## config.mk

```make
export PLATFORM = sky130hd
export DESIGN_NAME = lu_acc_unit_flat
export DESIGN_NICKNAME = d
export VERILOG_FILES = /design/src/rtl/lu_acc_unit_if.sv /design/src/rtl/lu_acc_unit.sv /design/src/flat_wrapper.sv
export SDC_FILE = /design/constraint.sdc
export NUM_CORES = 1
export LEC_CHECK = 0
export CORE_MARGIN = 3
export CORE_UTILIZATION = 44
export DETAILED_ROUTE_END_ITERATION = 10
export PLACE_DENSITY_LB_ADDON = 0.1
export SLEW_MARGIN = 40
export SYNTH_ARGS = -nofsm -noshare
export SYNTH_HDL_FRONTEND = slang
export SYNTH_SLANG_ARGS = --single-unit
export TNS_END_PERCENT = 20
```

## constraint.sdc

```tcl
create_clock -name clk -period 2 [get_ports clk]
set_input_delay 0.3 -clock clk [delete_from_list [all_inputs] [get_ports clk]]
set_output_delay 0.3 -clock clk [all_outputs]
set_load 0.05 [all_outputs]
```

## src/rtl/lu_acc_unit_if.sv

```systemverilog
// Operand/result handshake bundle for lu_acc_unit.
// The operand source and the result consumer share the master side; the unit takes the slave side.
interface lu_acc_unit_if #(
  parameter int WIDTH = 8
);
  logic             in_valid;
  logic             in_ready;
  logic [WIDTH-1:0] a;
  logic [WIDTH-1:0] b;
  logic [2:0]       op;
  logic             use_acc;
  logic             out_valid;
  logic             out_ready;
  logic [WIDTH-1:0] result;

  modport master (
    output in_valid, a, b, op, use_acc, out_ready,
    input  in_ready, out_valid, result
  );

  modport slave (
    input  in_valid, a, b, op, use_acc, out_ready,
    output in_ready, out_valid, result
  );
endinterface

```

## src/rtl/lu_acc_unit.sv

```systemverilog
// Registered eight-way bitwise logic unit with a feedback accumulator and
// valid/ready handshakes on both the operand and the result side.
module lu_acc_unit #(
  parameter int WIDTH = 8,
  parameter int CNT_W = 8
) (
  input  logic              clk,
  input  logic              reset,
  lu_acc_unit_if.slave      bus,
  input  logic              acc_clear,
  output logic              zero,
  output logic [WIDTH-1:0]  acc,
  output logic [CNT_W-1:0]  count
);

  typedef enum logic [2:0] {
    OP_NOR  = 3'b000,
    OP_OR   = 3'b001,
    OP_XOR  = 3'b010,
    OP_XNOR = 3'b011,
    OP_AND  = 3'b100,
    OP_NAND = 3'b101,
    OP_NOTA = 3'b110,
    OP_PASS = 3'b111
  } op_e;

  logic [WIDTH-1:0] result_q;
  logic             out_valid_q;
  logic [WIDTH-1:0] acc_q;
  logic [CNT_W-1:0] count_q;

  logic             accept;
  logic [WIDTH-1:0] opnd_a;
  logic [WIDTH-1:0] func_out;

  // in_ready is forced high during reset so the source never sees a stale stall.
  assign bus.in_ready = reset || !out_valid_q || bus.out_ready;
  assign accept       = bus.in_valid && bus.in_ready;
  assign opnd_a       = bus.use_acc ? acc_q : bus.a;

  always_comb begin
    func_out = '0;
    case (op_e'(bus.op))
      OP_NOR:  func_out = ~(opnd_a | bus.b);
      OP_OR:   func_out =   opnd_a | bus.b;
      OP_XOR:  func_out =   opnd_a ^ bus.b;
      OP_XNOR: func_out = ~(opnd_a ^ bus.b);
      OP_AND:  func_out =   opnd_a & bus.b;
      OP_NAND: func_out = ~(opnd_a & bus.b);
      OP_NOTA: func_out =  ~opnd_a;
      OP_PASS: func_out =   bus.b;
      default: func_out = '0;
    endcase
  end

  always_ff @(posedge clk) begin
    if (reset) begin
      result_q    <= '0;
      out_valid_q <= 1'b0;
      acc_q       <= '0;
      count_q     <= '0;
    end else begin
      if (accept) begin
        result_q    <= func_out;
        out_valid_q <= 1'b1;
        count_q     <= count_q + CNT_W'(1);
      end else if (bus.out_ready) begin
        out_valid_q <= 1'b0;
      end
      // A same-cycle accept still read the old acc as A'; clear only affects the stored value.
      if (acc_clear) begin
        acc_q <= '0;
      end else if (accept) begin
        acc_q <= func_out;
      end
    end
  end

  assign bus.result    = result_q;
  assign bus.out_valid = out_valid_q;
  assign zero          = (result_q == '0);
  assign acc           = acc_q;
  assign count         = count_q;

endmodule
```

## src/flat_wrapper.sv

```systemverilog
// flat-port wrapper written by rule: the top's interface ports become plain ports
module lu_acc_unit_flat 
#(
  parameter int WIDTH = 8,
  parameter int CNT_W = 8
)
  (clk, reset, acc_clear, zero, acc, count, bus_in_valid, bus_a, bus_b, bus_op, bus_use_acc, bus_out_ready, bus_in_ready, bus_out_valid, bus_result);
  lu_acc_unit_if #(.WIDTH(WIDTH)) bus_i ();
  input  logic clk;
  input  logic reset;
  input  logic acc_clear;
  output logic zero;
  output logic [WIDTH-1:0] acc;
  output logic [CNT_W-1:0] count;
  input wire logic [$bits(bus_i.in_valid)-1:0] bus_in_valid;
  input wire logic [$bits(bus_i.a)-1:0] bus_a;
  input wire logic [$bits(bus_i.b)-1:0] bus_b;
  input wire logic [$bits(bus_i.op)-1:0] bus_op;
  input wire logic [$bits(bus_i.use_acc)-1:0] bus_use_acc;
  input wire logic [$bits(bus_i.out_ready)-1:0] bus_out_ready;
  output wire logic [$bits(bus_i.in_ready)-1:0] bus_in_ready;
  output wire logic [$bits(bus_i.out_valid)-1:0] bus_out_valid;
  output wire logic [$bits(bus_i.result)-1:0] bus_result;
  assign bus_i.in_valid = bus_in_valid;
  assign bus_i.a = bus_a;
  assign bus_i.b = bus_b;
  assign bus_i.op = bus_op;
  assign bus_i.use_acc = bus_use_acc;
  assign bus_i.out_ready = bus_out_ready;
  assign bus_in_ready = bus_i.in_ready;
  assign bus_out_valid = bus_i.out_valid;
  assign bus_result = bus_i.result;
  lu_acc_unit #(.WIDTH(WIDTH), .CNT_W(CNT_W)) u_core (.clk(clk), .reset(reset), .bus(bus_i), .acc_clear(acc_clear), .zero(zero), .acc(acc), .count(count));
endmodule
```

# After elaboration in Yosys (flattened, before gate mapping)
# Index checks and enable logic that the tools add are counted.
# totals
ff_bits	25
elab_cells	31
out_inout_bits	27
# op_classes
add_sub_neg	1
eq_ne	7
bitwise	7
reduce_logical	8
n_mux	4
# ops
operator	n
8-bit one-hot mux with 8 select lines	1
8-bit NOT	4
3-bit equality test, second input constant	4
8-bit by 1-bit adder with 8-bit output, second input constant	1
8-bit bitwise AND	1
8-bit zero test	1
8-bit 2-to-1 mux	1
8-bit bitwise OR	1
8-bit XOR	1
3-bit by 2-bit equality test with 1-bit output, second input constant	2
3-bit by 1-bit equality test with 1-bit output, second input constant	1
3-bit zero test	1
1-bit logical OR	2
1-bit 2-to-1 mux	2
2-bit nonzero test	1
2-bit OR reduction	1
1-bit logical AND	1
1-bit zero test	1

# Logic depth before layout (Yosys ltp)
# logic_depth
word_depth	5
ltp_mapped	8
mapped_depth_nobuf	7

# Worst setup path before layout
# No wires, ideal clock.
# synth_timing
path_type	flip-flop to flip-flop
start	register u_core.acc_q[6], in the netlist u_core.acc[6]
end	register u_core.acc_q[6], in the netlist u_core.acc[6]
path_stages_with_launch	7
setup_ns	0.070
arrival_time_ns	2.064
setup_slack_ns	-0.134
path_buffers	0
required_ns	1.930
period_less_slack_ns	2.134
path_cell_list	dfxtp_1 > mux2i_1 > ha_1 > mux2_1 > a211o_1 > a41o_1 > a21oi_1
# synth_between
elab_chain_cells	4
word_cells_on_any_way	9
cone_classes	mux: 2; bitwise: 7
# synth_lines
item	line	text
start: declaration	lu_acc_unit.sv:29	logic [WIDTH-1:0] acc_q;
start signal: assignment	lu_acc_unit.sv:74	acc_q <= func_out;
8-bit 2-to-1 mux *	lu_acc_unit.sv:39	assign opnd_a = bus.use_acc ? acc_q : bus.a;
8-bit bitwise AND (tied with other cells)	lu_acc_unit.sv:48, lu_acc_unit.sv:49	
8-bit NOT, on equally long branches	lu_acc_unit.sv:49, lu_acc_unit.sv:44, lu_acc_unit.sv:47	
8-bit one-hot mux with 8 select lines *	lu_acc_unit.sv:43	case (op_e'(bus.op))
# Every way passes the cells marked *; elsewhere a longest branch is shown, timed or not.
# A chain may end at the register's enable or synchronous reset.

# Worst setup path in the final report
# layout_timing
start	input port bus_use_acc
end	register u_core.acc_q[6], in the netlist u_core.acc[6]
# layout_between
elab_chain_cells	4
word_cells_on_any_way	9
cone_classes	mux: 2; bitwise: 7
# layout_lines
item	line	text
start: declaration	flat_wrapper.sv:19	input wire logic [$bits(bus_i.use_acc)-1:0] bus_use_acc;
8-bit 2-to-1 mux *	lu_acc_unit.sv:39	
8-bit bitwise AND (tied with other cells)	lu_acc_unit.sv:48, lu_acc_unit.sv:49	
8-bit NOT, on equally long branches	lu_acc_unit.sv:49, lu_acc_unit.sv:44, lu_acc_unit.sv:47	
8-bit one-hot mux with 8 select lines *	lu_acc_unit.sv:43	
# Marked as above.

==> key figures <==
Timing
  – Final Hold Viols: 0
  – Setup violations, final: 0
  – Max Fclk: 514 MHz
  – Setup TNS: 0 ns
  – Final max-slew violation count: 0
  – RSZ-0062 raised after global routing: true
  – Actual slew at the worst max-slew pin: 0.521 ns
  – Final period util: 97.2%
  – Skew final: 0.00324 ns
  – Slew headroom: 65.1%
  – Fin crit period: 1.94 ns

Synth
  – Largest family of logic cells by synthesized area: simple AND/OR/NAND/NOR gates
  – Post-synthesis xor/xnor area fraction: 3.08%
  – Ranking of synthesized cells by area: dfxtp_1 25%, ha_1 11%, mux2_2 7.9%
  – Avg Cell Area, Syn: 8.42 um2
  – Synth Cell Area: 1990 um2
  – Adder-cell share of the synthesized area: 10.7%
  – Syn. warnings: 0
  – Yosys top cell area share: 25.2%
  – Post-synthesis mux area share: 9.00%
  – Flops & latches, synth: 25
  – Simple-gate portion of the synthesized area: 23.5%
  – Syn Nets: 278
  – Complex-gate fraction of the synthesized area: 19.3%
  – Dominant cell type by area after synthesis: dfxtp_1
  – Synth Flop Type: dfxtp_1
  – Async S/R FF share, synth: 0%
  – Mapped Cells: 236
  – Post-synth EDFFs: 0
  – Register area share after synthesis: 25.2%
  – Synth unique cells: 39

Setup path
  – R2R depth: 6
  – Startpoint types: primary input
  – Worst Path Required: 2.21 ns
  – Crit path cell chain: dlygate4sd2_1 > buf_4 > mux2i_2 > ha_1 > mux2_1 > a211o_1 > a41o_1 > a21oi_1
  – Cell family with most CP delay: compound AO/OA/AOI/OAI gates
  – CP Max Fanout: 3
  – Critical Path Stages: 8
  – Arr. time, crit path: 2.15 ns
  – Worst path buffer plus inverter count: 2
  – Crit-path slowest cell: mux2_1
  – Crit end category: flip-flop
  – Critical path class: in -> reg
  – Crit-path max cell delay: 0.30 ns

Place
  – Placed Cells: 359
  – GP Congestion: 0.843
  – Detail Placement HPWL: 4.06 mm
  – IO buf count: 51

Power and ir drop
  – Leakage power: 1.24 nW
  – Pwr Density: 497 nW/um2
  – Pwr Total: 1.44 mW
  – VDD IR max: 0.265 mV

Drt
  – Top Layer Used: met4
  – Residual DRC: 0
  – Met3 wire len: 196 um
  – Vias per cell: 5.32
  – Wirelength, routed: 5.41 mm
  – DR vias: 1,942
  – Met2 wire len: 2.50 mm
  – DR pass1 iterations: 4
  – Wire per inst: 14.8 um
  – DR iter-0 viols: 102
  – Final ANT Viol Nets: 0
  – DRT met1 WL: 2.66 mm

Min path
  – WHS Path Cells: 2
  – Tightest Hold Check Type: reg -> reg

Floorplan
  – Die W: 73.2 um
  – Num rows: 23
  – Initial Utilization: 47.6%
  – Die height: 73.2 um
  – # IOs: 52
  – Core Footprint: 4170 um2
  – Die area: 5360 um2

CTS
  – CTS clk-pin slew, worst paths: 0.09 ns
  – Clock Sinks: 25
  – Clock buffer depth: 2
  – H-tree levels: 1
  – CTS Buf Count: 3
  – Worst-skew pair later-pin latency: 0.27 ns
  – Clk root buf: clkbuf_8
  – CTS tree: yes
  – CTS Hold Bufs: 0

Final layout
  – Leading cell type in the layout, fill and taps excluded: clkdlybuf4s50_1
  – Most frequent cells in the layout: 48 x clkdlybuf4s50_1, 39 x buf_4, 24 x dfxtp_1
  – Layout Cells excl Fill: 365
  – Layout area overhead: 45.5%
  – Share of post-route cells with drive strength above 1: 22.9%
  – Number of nets in the layout: 358
  – # diodes: 0

Global route
  – Overflow after GRT: 0
  – Vias in the first global route: 1,939
  – Pin count of the biggest net entering global routing: 29
  – First-pass GRT wire length: 9.14 mm
  – Total GRT Usage: 21.6%
  – Initial antenna violation count: 0

Run
  – Max-cap viol count: 0

Outcome
  – Status: completed
-- metrics by stage --
stage / setup WS [ns] / utilization (%) / hold WS, ns / cell area, um2
floorplan: -0.00398 / - / 0.483 / 1990
global placement: -0.466 / 66.9 / 0.457 / 2790
detailed placement: -0.479 / 66.9 / 0.458 / 2790
CTS: 0.0548 / 68.3 / 0.470 / 2850
global route: -0.0540 / 69.3 / 0.500 / 2890
finish: 0.0555 / 69.3 / 0.469 / 2890
-- repair_timing --
item,CTS,global route
endpoints found under the setup margin,16,11
pin swaps,3,3
setup buffers,1,1
resized for setup,2,6
-- logic make-up (layout without fill, tap and decap cells) --
family / count (synthesis) / count (layout)
and+or+nand+nor: 79 / 79
AOI/OAI and AO/OA: 57 / 57
buffers and inverters: 35 / 114
DFF: 25 / 25
adders and majority gates: 17 / 17
muxes: 16 / 16
xor gates and xnor gates: 7 / 7
-- worst min-delay path: stages, from the launching register on --
cell     delay (ns)
dfxtp_1        0.32
nand2_1        0.05
a21oi_1        0.05
-- synthesized netlist by cell type, drive strengths merged (8+ instances only) --
cell type	count
dfxtp	25
a21oi	24
nand2	20
ha	17
inv	17
mux2	15
nand3b	15
nor2b	15
buf	14
nor2	8
o21ai	8
-- path summary, 6_finish.rpt --
| kind | endpoint | start | slack (ns) |
|---|---|---|---|
| min | u_core.bus.result[2] | u_core.bus.result[2] | 0.47 |
| min reg2reg | u_core.bus.result[2] | u_core.bus.result[2] | 0.47 |
| max | u_core.acc[6] | bus_use_acc | 0.06 |
| max reg2reg | u_core.acc[6] | u_core.acc[6] | 0.17 |
-- flip-flops by register name (all words and copies together), names as in the netlist --
| register | flops |
|---|---|
| u_core.acc | 8 |
| u_core.bus.out_valid | 1 |
| u_core.bus.result | 8 |
| u_core.count | 8 |
-- power breakdown --
part,internal (mW),total [mW],switching (mW)
logic,0.283,0.584,0.301
registers,0.523,0.544,0.0205
clock network,0.141,0.311,0.170
total,0.948,1.44,0.491
-- routing by layer --
layer / global-route usage (%) / vias up
li1: - / 991
met1: 30.7 / 903
met2: 34.6 / 44
met3: 1.65 / 4
met4: 6.76 / 0
met5: 0 / -
-- final cells by class --
type                            count  area (um2)
Fill cell                         365        1280
Inverter                           17        63.8
Multi-Input combinational cell    176        1340
Tap cell                           50        62.6
Timing Repair Buffer               93         873
Clock buffer                        3        41.3
Sequential cell                    25         502
Clock inverter                      1        7.51
No activity file was read; power rests on OpenSTA's default activity.
